--- src/rtl/mem_pkg.sv ---
// Shared types and lane helpers for the data-side memory access unit and its loaders.
// Byte lane i of a 32-bit word holds address offset i (little-endian).
package mem_pkg;

  typedef enum logic [1:0] {
    SZ_BYTE    = 2'd0,
    SZ_HALF    = 2'd1,
    SZ_WORD    = 2'd2,
    SZ_ILLEGAL = 2'd3
  } mem_size_t;

  typedef enum logic [1:0] {
    IDLE  = 2'd0,
    ISSUE = 2'd1,
    WAIT  = 2'd2,
    RESP  = 2'd3
  } mau_state_t;

  function automatic logic [3:0] byte_en(input mem_size_t size, input logic [1:0] off);
    case (size)
      SZ_BYTE: byte_en = 4'b0001 << off;
      SZ_HALF: byte_en = 4'b0011 << {off[1], 1'b0};
      default: byte_en = 4'b1111;
    endcase
  endfunction

  // Replicate narrow store data so the enabled lanes see it whatever the offset.
  function automatic logic [31:0] store_lanes(input mem_size_t size, input logic [31:0] d);
    case (size)
      SZ_BYTE: store_lanes = {4{d[7:0]}};
      SZ_HALF: store_lanes = {2{d[15:0]}};
      default: store_lanes = d;
    endcase
  endfunction

endpackage

--- src/rtl/load_align.sv ---
// Combinational load lane select plus sign/zero extension; zero latency, no flow control.
module load_align
  import mem_pkg::*;
(
  input  logic [31:0] rdata_i,
  input  logic [1:0]  addr_i,
  input  mem_size_t   size_i,
  input  logic        unsigned_i,
  output logic [31:0] data_o
);

  logic [31:0] shifted;

  always_comb begin
    shifted = rdata_i >> {addr_i, 3'b000};
    case (size_i)
      SZ_BYTE: data_o = {{24{~unsigned_i & shifted[7]}}, shifted[7:0]};
      SZ_HALF: data_o = {{16{~unsigned_i & shifted[15]}}, shifted[15:0]};
      default: data_o = rdata_i;
    endcase
  end

endmodule

--- src/rtl/mem_access_unit.sv ---
// Load/store responder to a synchronous data SRAM, one request in flight.
// Response: error 1 cycle, store 2, load 2+MEM_LAT after accept; no response back-pressure.
module mem_access_unit
  import mem_pkg::*;
#(
  parameter int ADDR_W  = 10,
  parameter int MEM_LAT = 1
) (
  input  logic              clk,
  input  logic              rst_n,
  input  logic              req_valid,
  output logic              req_ready,
  input  logic              req_we,
  input  logic [1:0]        req_size,
  input  logic              req_unsigned,
  input  logic [31:0]       req_addr,
  input  logic [31:0]       req_wdata,
  output logic              resp_valid,
  output logic              resp_err,
  output logic [31:0]       resp_rdata,
  output logic              mem_en,
  output logic              mem_we,
  output logic [3:0]        mem_be,
  output logic [ADDR_W-1:0] mem_addr,
  output logic [31:0]       mem_wdata,
  input  logic [31:0]       mem_rdata
);

  localparam int          BA_W     = ADDR_W + 2;
  localparam logic [1:0]  CNT_INIT = 2'(MEM_LAT - 1);

  mau_state_t        state_q, state_d;
  logic              we_q, we_d;
  mem_size_t         size_q, size_d;
  logic              uns_q, uns_d;
  logic [BA_W-1:0]   addr_q, addr_d;
  logic [31:0]       wdata_q, wdata_d;
  logic [1:0]        cnt_q, cnt_d;
  logic              err_q, err_d;
  logic [31:0]       rdata_q, rdata_d;

  logic              accept;
  logic              bad;
  logic [31:0]       ld_data;

  assign accept = req_valid && (state_q == IDLE);

  // Rejected requests never reach the SRAM.
  assign bad = (req_size == SZ_ILLEGAL)
             || ((req_size == SZ_HALF) && req_addr[0])
             || ((req_size == SZ_WORD) && (req_addr[1:0] != 2'b00))
             || ((req_addr >> BA_W) != 32'd0);

  load_align u_load_align (
    .rdata_i    (mem_rdata),
    .addr_i     (addr_q[1:0]),
    .size_i     (size_q),
    .unsigned_i (uns_q),
    .data_o     (ld_data)
  );

  always_ff @(posedge clk or negedge rst_n) begin
    if (!rst_n) begin
      state_q <= IDLE;
      we_q    <= 1'b0;
      size_q  <= SZ_BYTE;
      uns_q   <= 1'b0;
      addr_q  <= '0;
      wdata_q <= '0;
      cnt_q   <= '0;
      err_q   <= 1'b0;
      rdata_q <= '0;
    end else begin
      state_q <= state_d;
      we_q    <= we_d;
      size_q  <= size_d;
      uns_q   <= uns_d;
      addr_q  <= addr_d;
      wdata_q <= wdata_d;
      cnt_q   <= cnt_d;
      err_q   <= err_d;
      rdata_q <= rdata_d;
    end
  end

  always_comb begin
    state_d = state_q;
    case (state_q)
      IDLE:    if (req_valid) state_d = bad ? RESP : ISSUE;
      ISSUE:   state_d = we_q ? RESP : WAIT;
      WAIT:    if (cnt_q == 2'd0) state_d = RESP;
      default: state_d = IDLE;
    endcase
  end

  // Response registers are cleared on accept and after RESP so they read 0 outside the pulse.
  always_comb begin
    we_d    = we_q;
    size_d  = size_q;
    uns_d   = uns_q;
    addr_d  = addr_q;
    wdata_d = wdata_q;
    cnt_d   = cnt_q;
    err_d   = err_q;
    rdata_d = rdata_q;
    if (accept) begin
      we_d    = req_we;
      size_d  = mem_size_t'(req_size);
      uns_d   = req_unsigned;
      addr_d  = req_addr[BA_W-1:0];
      wdata_d = req_wdata;
      err_d   = bad;
      rdata_d = '0;
    end
    case (state_q)
      ISSUE: cnt_d = CNT_INIT;
      WAIT: begin
        cnt_d = cnt_q - 2'd1;
        if (cnt_q == 2'd0) rdata_d = ld_data;
      end
      RESP: begin
        err_d   = 1'b0;
        rdata_d = '0;
      end
      default: ;
    endcase
  end

  always_comb begin
    req_ready  = (state_q == IDLE);
    resp_valid = (state_q == RESP);
    resp_err   = err_q;
    resp_rdata = rdata_q;
    mem_en     = 1'b0;
    mem_we     = 1'b0;
    mem_be     = '0;
    mem_addr   = '0;
    mem_wdata  = '0;
    if (state_q == ISSUE) begin
      mem_en    = 1'b1;
      mem_we    = we_q;
      mem_be    = byte_en(size_q, addr_q[1:0]);
      mem_addr  = addr_q[BA_W-1:2];
      mem_wdata = store_lanes(size_q, wdata_q);
    end
  end

endmodule

--- config.mk ---
export PLATFORM = sky130hd
export DESIGN_NAME = mem_access_unit
export DESIGN_NICKNAME = d
export VERILOG_FILES = /design/src/rtl/mem_pkg.sv /design/src/rtl/load_align.sv /design/src/rtl/mem_access_unit.sv
export SDC_FILE = /design/constraint.sdc
export NUM_CORES = 1
export LEC_CHECK = 0
export ABC_CLOCK_PERIOD_IN_PS = 2300
export CAP_MARGIN = 10
export CORE_ASPECT_RATIO = 0.8
export CORE_MARGIN = 4
export CORE_UTILIZATION = 38
export DETAILED_ROUTE_END_ITERATION = 10
export GPL_TIMING_DRIVEN = 0
export PLACE_DENSITY = 0.77
export SYNTH_ARGS = -nofsm -noshare
export SYNTH_HDL_FRONTEND = slang
export SYNTH_HIERARCHICAL = 1
export SYNTH_SLANG_ARGS = --single-unit
--- constraint.sdc ---
create_clock -name clk -period 2.3 [get_ports clk]
set_input_delay 0.23 -clock clk [delete_from_list [all_inputs] [get_ports clk]]
set_output_delay 0.23 -clock clk [all_outputs]
set_load 0.1 [all_outputs]
Word level (Yosys, flattened, before mapping). Index checks and enable logic that the tools add are counted.

Add/sub/neg operators: 1. Equal/unequal tests: 9. Shift operators: 3. Multiplexer cells: 19. Bitwise logic cells: 3. Reductions and logical operators: 14.

Operators by type and width (number): 32-bit case mux with 2 select lines (3); 32-bit 2-to-1 mux (3); 32-bit nonzero test (1); 32-bit by 5-bit >> shifter with 16-bit output (1); 10-bit 2-to-1 mux (1); 2-bit == test (second input constant) (4); 4-bit case mux with 2 select lines (1); 2-bit by 1-bit == test with 1-bit output (second input constant) (3); 2-bit zero test (3); 2-bit 2-to-1 mux (3); 2-bit case mux with 3 select lines (1); 2-bit nonzero test (3); 1-bit 2-to-1 mux (5); 4-bit 2-to-1 mux (1); 2-bit != test (second input constant) (2); 2-bit case mux with 2 select lines (1); 1-bit by 2-bit << shifter with 4-bit output (first input constant) (1); 2-bit by 2-bit << shifter with 4-bit output (first input constant) (1); 1-bit logical AND (3); 1-bit logical OR (3); 1-bit bitwise AND (2); 2-bit AND reduction (1); 2-bit by 1-bit subtractor with 2-bit output (second input constant) (1); 1-bit inverter (1).

Flip-flop bits (word level): 85. Output and inout port bits: 83.

Depth between registers and ports, before layout.
Depth after elaboration: 8. Mapped depth: 7.

Hierarchy. The synthesis kept the hierarchy.

Modules (own cells, without submodules): mem_access_unit (times used 1, cells an instance 329, area each 4077.7 um^2); load_align (times used 1, cells an instance 113, area each 740.7 um^2).

Least setup slack after synthesis. No wires, ideal clock.

Kind: register to output. Start: register state_q[1]. End: output port mem_wdata[14]. Data arrival time: 4.006 ns. Data required time: 2.070 ns. Path slack: -1.936 ns. Stages on the path, launching flop included: 6. Buffers on the path: 2. Path through: dfrtp_1 inv_1 ha_1 clkbuf_1 clkbuf_1 a21boi_0.

Word-level cells in the longest chain between the ends: 2.

RTL lines: start: declaration (line mem_access_unit.sv:32) `mau_state_t state_q, state_d;`; start signal: assignment (line mem_access_unit.sv:74) `state_q <= state_d;`; 2-bit by 1-bit == test with 1-bit output (line mem_access_unit.sv:139) `if (state_q == ISSUE) begin`; 32-bit 2-to-1 mux (line mem_access_unit.sv:139); end: declaration (line mem_access_unit.sv:25) `output logic [31:0] mem_wdata,`.

Every way passes these cells.

Final worst setup path.
Start: register addr_q[1]. End: register rdata_q[19] (netlist: resp_rdata[19]).

Word-level cells in the longest chain between the ends: 5. Elaborated cells on any way between the ends: 6. Classes of those cells: 1 x shift; 3 x mux; 2 x bitwise.

RTL lines: start: declaration (line mem_access_unit.sv:36) `logic [BA_W-1:0] addr_q, addr_d;`; start signal: assignment (line mem_access_unit.sv:78) `addr_q <= addr_d;`; 32-bit by 5-bit >> shifter with 16-bit output * (line load_align.sv:15) `shifted = rdata_i >> {addr_i, 3'b000};`; 1-bit bitwise AND, on equally long branches (line load_align.sv:18, load_align.sv:17); 32-bit case mux with 2 select lines * (line load_align.sv:16) `case (size_i)`; named net ld_data[19] (line mem_access_unit.sv:44) `logic [31:0] ld_data;`; 32-bit 2-to-1 mux * (line mem_access_unit.sv:119) `if (cnt_q == 2'd0) rdata_d = ld_data;`; 32-bit case mux with 2 select lines * (line mem_access_unit.sv:115) `case (state_q)`; named net rdata_d[19] (line mem_access_unit.sv:40) `logic [31:0] rdata_q, rdata_d;`; end signal: assignment (line mem_access_unit.sv:82) `rdata_q <= rdata_d;`; end: declaration (line mem_access_unit.sv:40).

The timed path passes the listed nets; every way through them passes the cells marked *. A chain may end at the register's enable or synchronous reset.

==> impl_results.md <==
- Vias: 4274
- Pre-antenna DRT Iters: 4
- DR vias/cell: 5.24
- Die area: 14600 um^2
- Number of diodes: 0
- Cts bufs inserted: 9
- Max Slew Vio Count: 0
- Antenna-violating nets left: 0
- Critical path startpoint category: register
- Area share of the largest cell type after synthesis: 0.441
- Area Overhead vs Synth: 54.1%
- Global-route wire length before repair: 24800 um
- Synth Warn #: 6
- Clock tree buffer depth: 2
- Starting Density: 0.392
- Port Buf Inserts: 185
- Relative slew slack: 0.313
- Io pins: 186
- Area of the multi-input gates: 2620 um^2
- Fmax: 0.456 GHz
- Minimum clock period: 2.19 ns
- Initial antenna violation count: 0
- H-tree Lvls: 3
- Die Width: 134 um
- CTS tree: built
- WHS: 0.365 ns
- Number of global-route vias before repair: 4611
- Final period util: 0.953
- Worst-skew pair later-pin latency: 0.34 ns
- HP Class: input port to asynchronous set/reset pin
- Fin Clk Skew: 0.00511 ns
- Worst Path Required: 2.53 ns
- CP arrival: 2.42 ns
- Largest net degree at the start of global routing: 57
- Adder-cell share of the synthesized area: 0.0130
- Yosys cell types: 40
- Status: completed
- Nets@finish: 749
- Async S/R FF share, synth: 1.00
- Endpoint class of the critical path: register
- DR WL/cell: 19.2 um
- Clock sink count: 85
- Most common cell in the synthesized netlist: dfrtp_1
- Synthesized flop and latch total: 85
- Unrepaired setup endpoints after global routing: false
- Yosys top cell by area: dfrtp_1
- Number of flops mapped to enable cells by yosys: 0
- Post-DP HPWL: 12200 um
- Initial drt markers: 252
- Core area: 12300 um^2
- Die Height: 109 um
- Clock transition at the registers of the reported paths: 0.06 ns
- Syn Area/Cell: 10.9 um^2
- Synthesized instance count: 442
- Maximum fanout along the worst path: 10
- Xor and xnor area share after synthesis: 0
- Setup CP Type: register to register
- Largest family of logic cells by synthesized area: compound AO/OA/AOI/OAI gates
- Post-Syn Area: 4820 um^2
- Most frequent cells after synthesis: 85 x dfrtp_1, 46 x nand2_1, 38 x a22o_1, 29 x mux2_2, 27 x and2_1
- Register area: 2130 um^2
- Routed WL: 15700 um
- DRC viols: 0
- Top_reg_cell synth: dfrtp_1
- Total track usage: 0.219
- Sequential fraction of the synthesis area: 0.441
- Fillers: 1005
- Post-layout util: 0.604
- Total grt overflow: 0
- Max cap viols: 0
- Proportion of layout cells with a drive suffix above 1: 0.297
- Row count: 36
- Final Hold Vio Count: 0
- Total negative slack: 0 ns
- Synth Area in Compound Gates: 0.188
- CTS Root Cell: clkbuf_16
- Actual slew at the worst max-slew pin: 1.03 ns
- Top cells by area, synth: dfrtp_1 44%, a22o_1 6.9%, mux2_2 6.8%
- Mux cell area share after synthesis: 0.185
- Endpoints failing setup: 0
- Simple-Gate Fraction of Synth Area: 0.122
- Post-synthesis net count: 550
- Placer congestion estimate: 0.912
==> flip-flops by register name (all words and copies together), names as in the netlist <==
| name | flops |
|---|---|
| state_q | 2 |
| resp_err | 1 |
| uns_q | 1 |
| addr_q | 12 |
| size_q | 2 |
| resp_rdata | 32 |
| we_q | 1 |
| wdata_q | 32 |
| cnt_q | 2 |
==> worst max-delay path, cell delays in order (launching register included) <==
cell      delay (ns)
dfrtp_1         0.44
buf_6           0.19
mux4_2          0.58
a221oi_4        0.32
buf_4           0.18
o21ai_0         0.11
a22o_1          0.24
==> through the flow <==
step / std cells / area [um^2] / setup slack (ns)
final: 815 / 7430 / 0.108
after global routing: 815 / 7430 / 0.0181
after CTS: 814 / 7310 / 0.00808
after detailed placement: 799 / 7080 / -0.942
after global placement: 798 / 7050 / -2.12
after floorplan: 442 / 4990 / -0.0198
==> path summary, 6_finish.rpt <==
path,start,end,slack (ns),cells past startpoint
hold reg to reg,resp_rdata[28]$_DFF_PN0_,resp_rdata[28]$_DFF_PN0_,0.50,1
setup / recovery,addr_q[1]$_DFFE_PN0P_,resp_rdata[19]$_DFF_PN0_,0.11,6
hold / removal,rst_n,resp_rdata[18]$_DFF_PN0_,0.36,2
max in group asynchronous,rst_n,wdata_q[22]$_DFFE_PN0P_,1.32,3
min in group clk,req_wdata[21],wdata_q[21]$_DFFE_PN0P_,0.50,2
setup reg to reg,addr_q[1]$_DFFE_PN0P_,resp_rdata[19]$_DFF_PN0_,0.11,6
==> cells in the final DEF (no fill, tap or decap), types with 3 or more instances in the layout <==
cell type and instances:
a21boi_2 6, a21oi_1 4, a22o_1 38, and2_2 26
buf_2 6, buf_4 20, buf_6 38, clkbuf_1 14
clkbuf_16 9, clkbuf_2 4, clkdlybuf4s50_1 134, dfrtp_1 85
ha_1 4, inv_1 10, mux2_2 29, mux2_4 20
mux2i_1 24, nand2_1 46, nand3_1 3, nand3b_1 7
nor2_1 4, nor2b_1 3, nor2b_4 10, nor4_1 5
o211a_1 7, o21ai_0 24, o21ai_1 11, o2bb2ai_1 6
o31ai_1 8
==> kinds of logic after synthesis <==
group	count (synthesis)
mux	74
flops	85
buf+inv	46
simple gates	113
compound gates	119
fa+ha+maj	5
==> routing by layer <==
layer,wire length (um),track usage,vias to the layer above
met1,6840,0.290,2092
met3,1230,0.0627,15
met2,7350,0.351,174
met5,0,0,-
li1,-,-,1993
met4,244,0.0683,0
==> final cells by class <==
type                    count  area share
inverters                  11     0.00606
well taps                 171      0.0288
clock inverters             4     0.00994
clock buffers              10      0.0322
repair buffers            188       0.254
multi-input cells         311       0.353
plain buffers              35      0.0302
flip-flops and latches     85       0.286
==> repair_timing <==
item | 4_1_cts | 5_1_grt
hold buffers | 1 | 0
setup endpoints to repair | 53 | 53
pin swaps | 0 | 1
setup buffers | 0 | 1
gates resized for setup | 294 | 44
endpoints found under the hold margin | 29 | 0
Power is left out: the tool's default activity adds up to more than one toggle a clock period on the data nets, which glitch-free logic cannot reach.
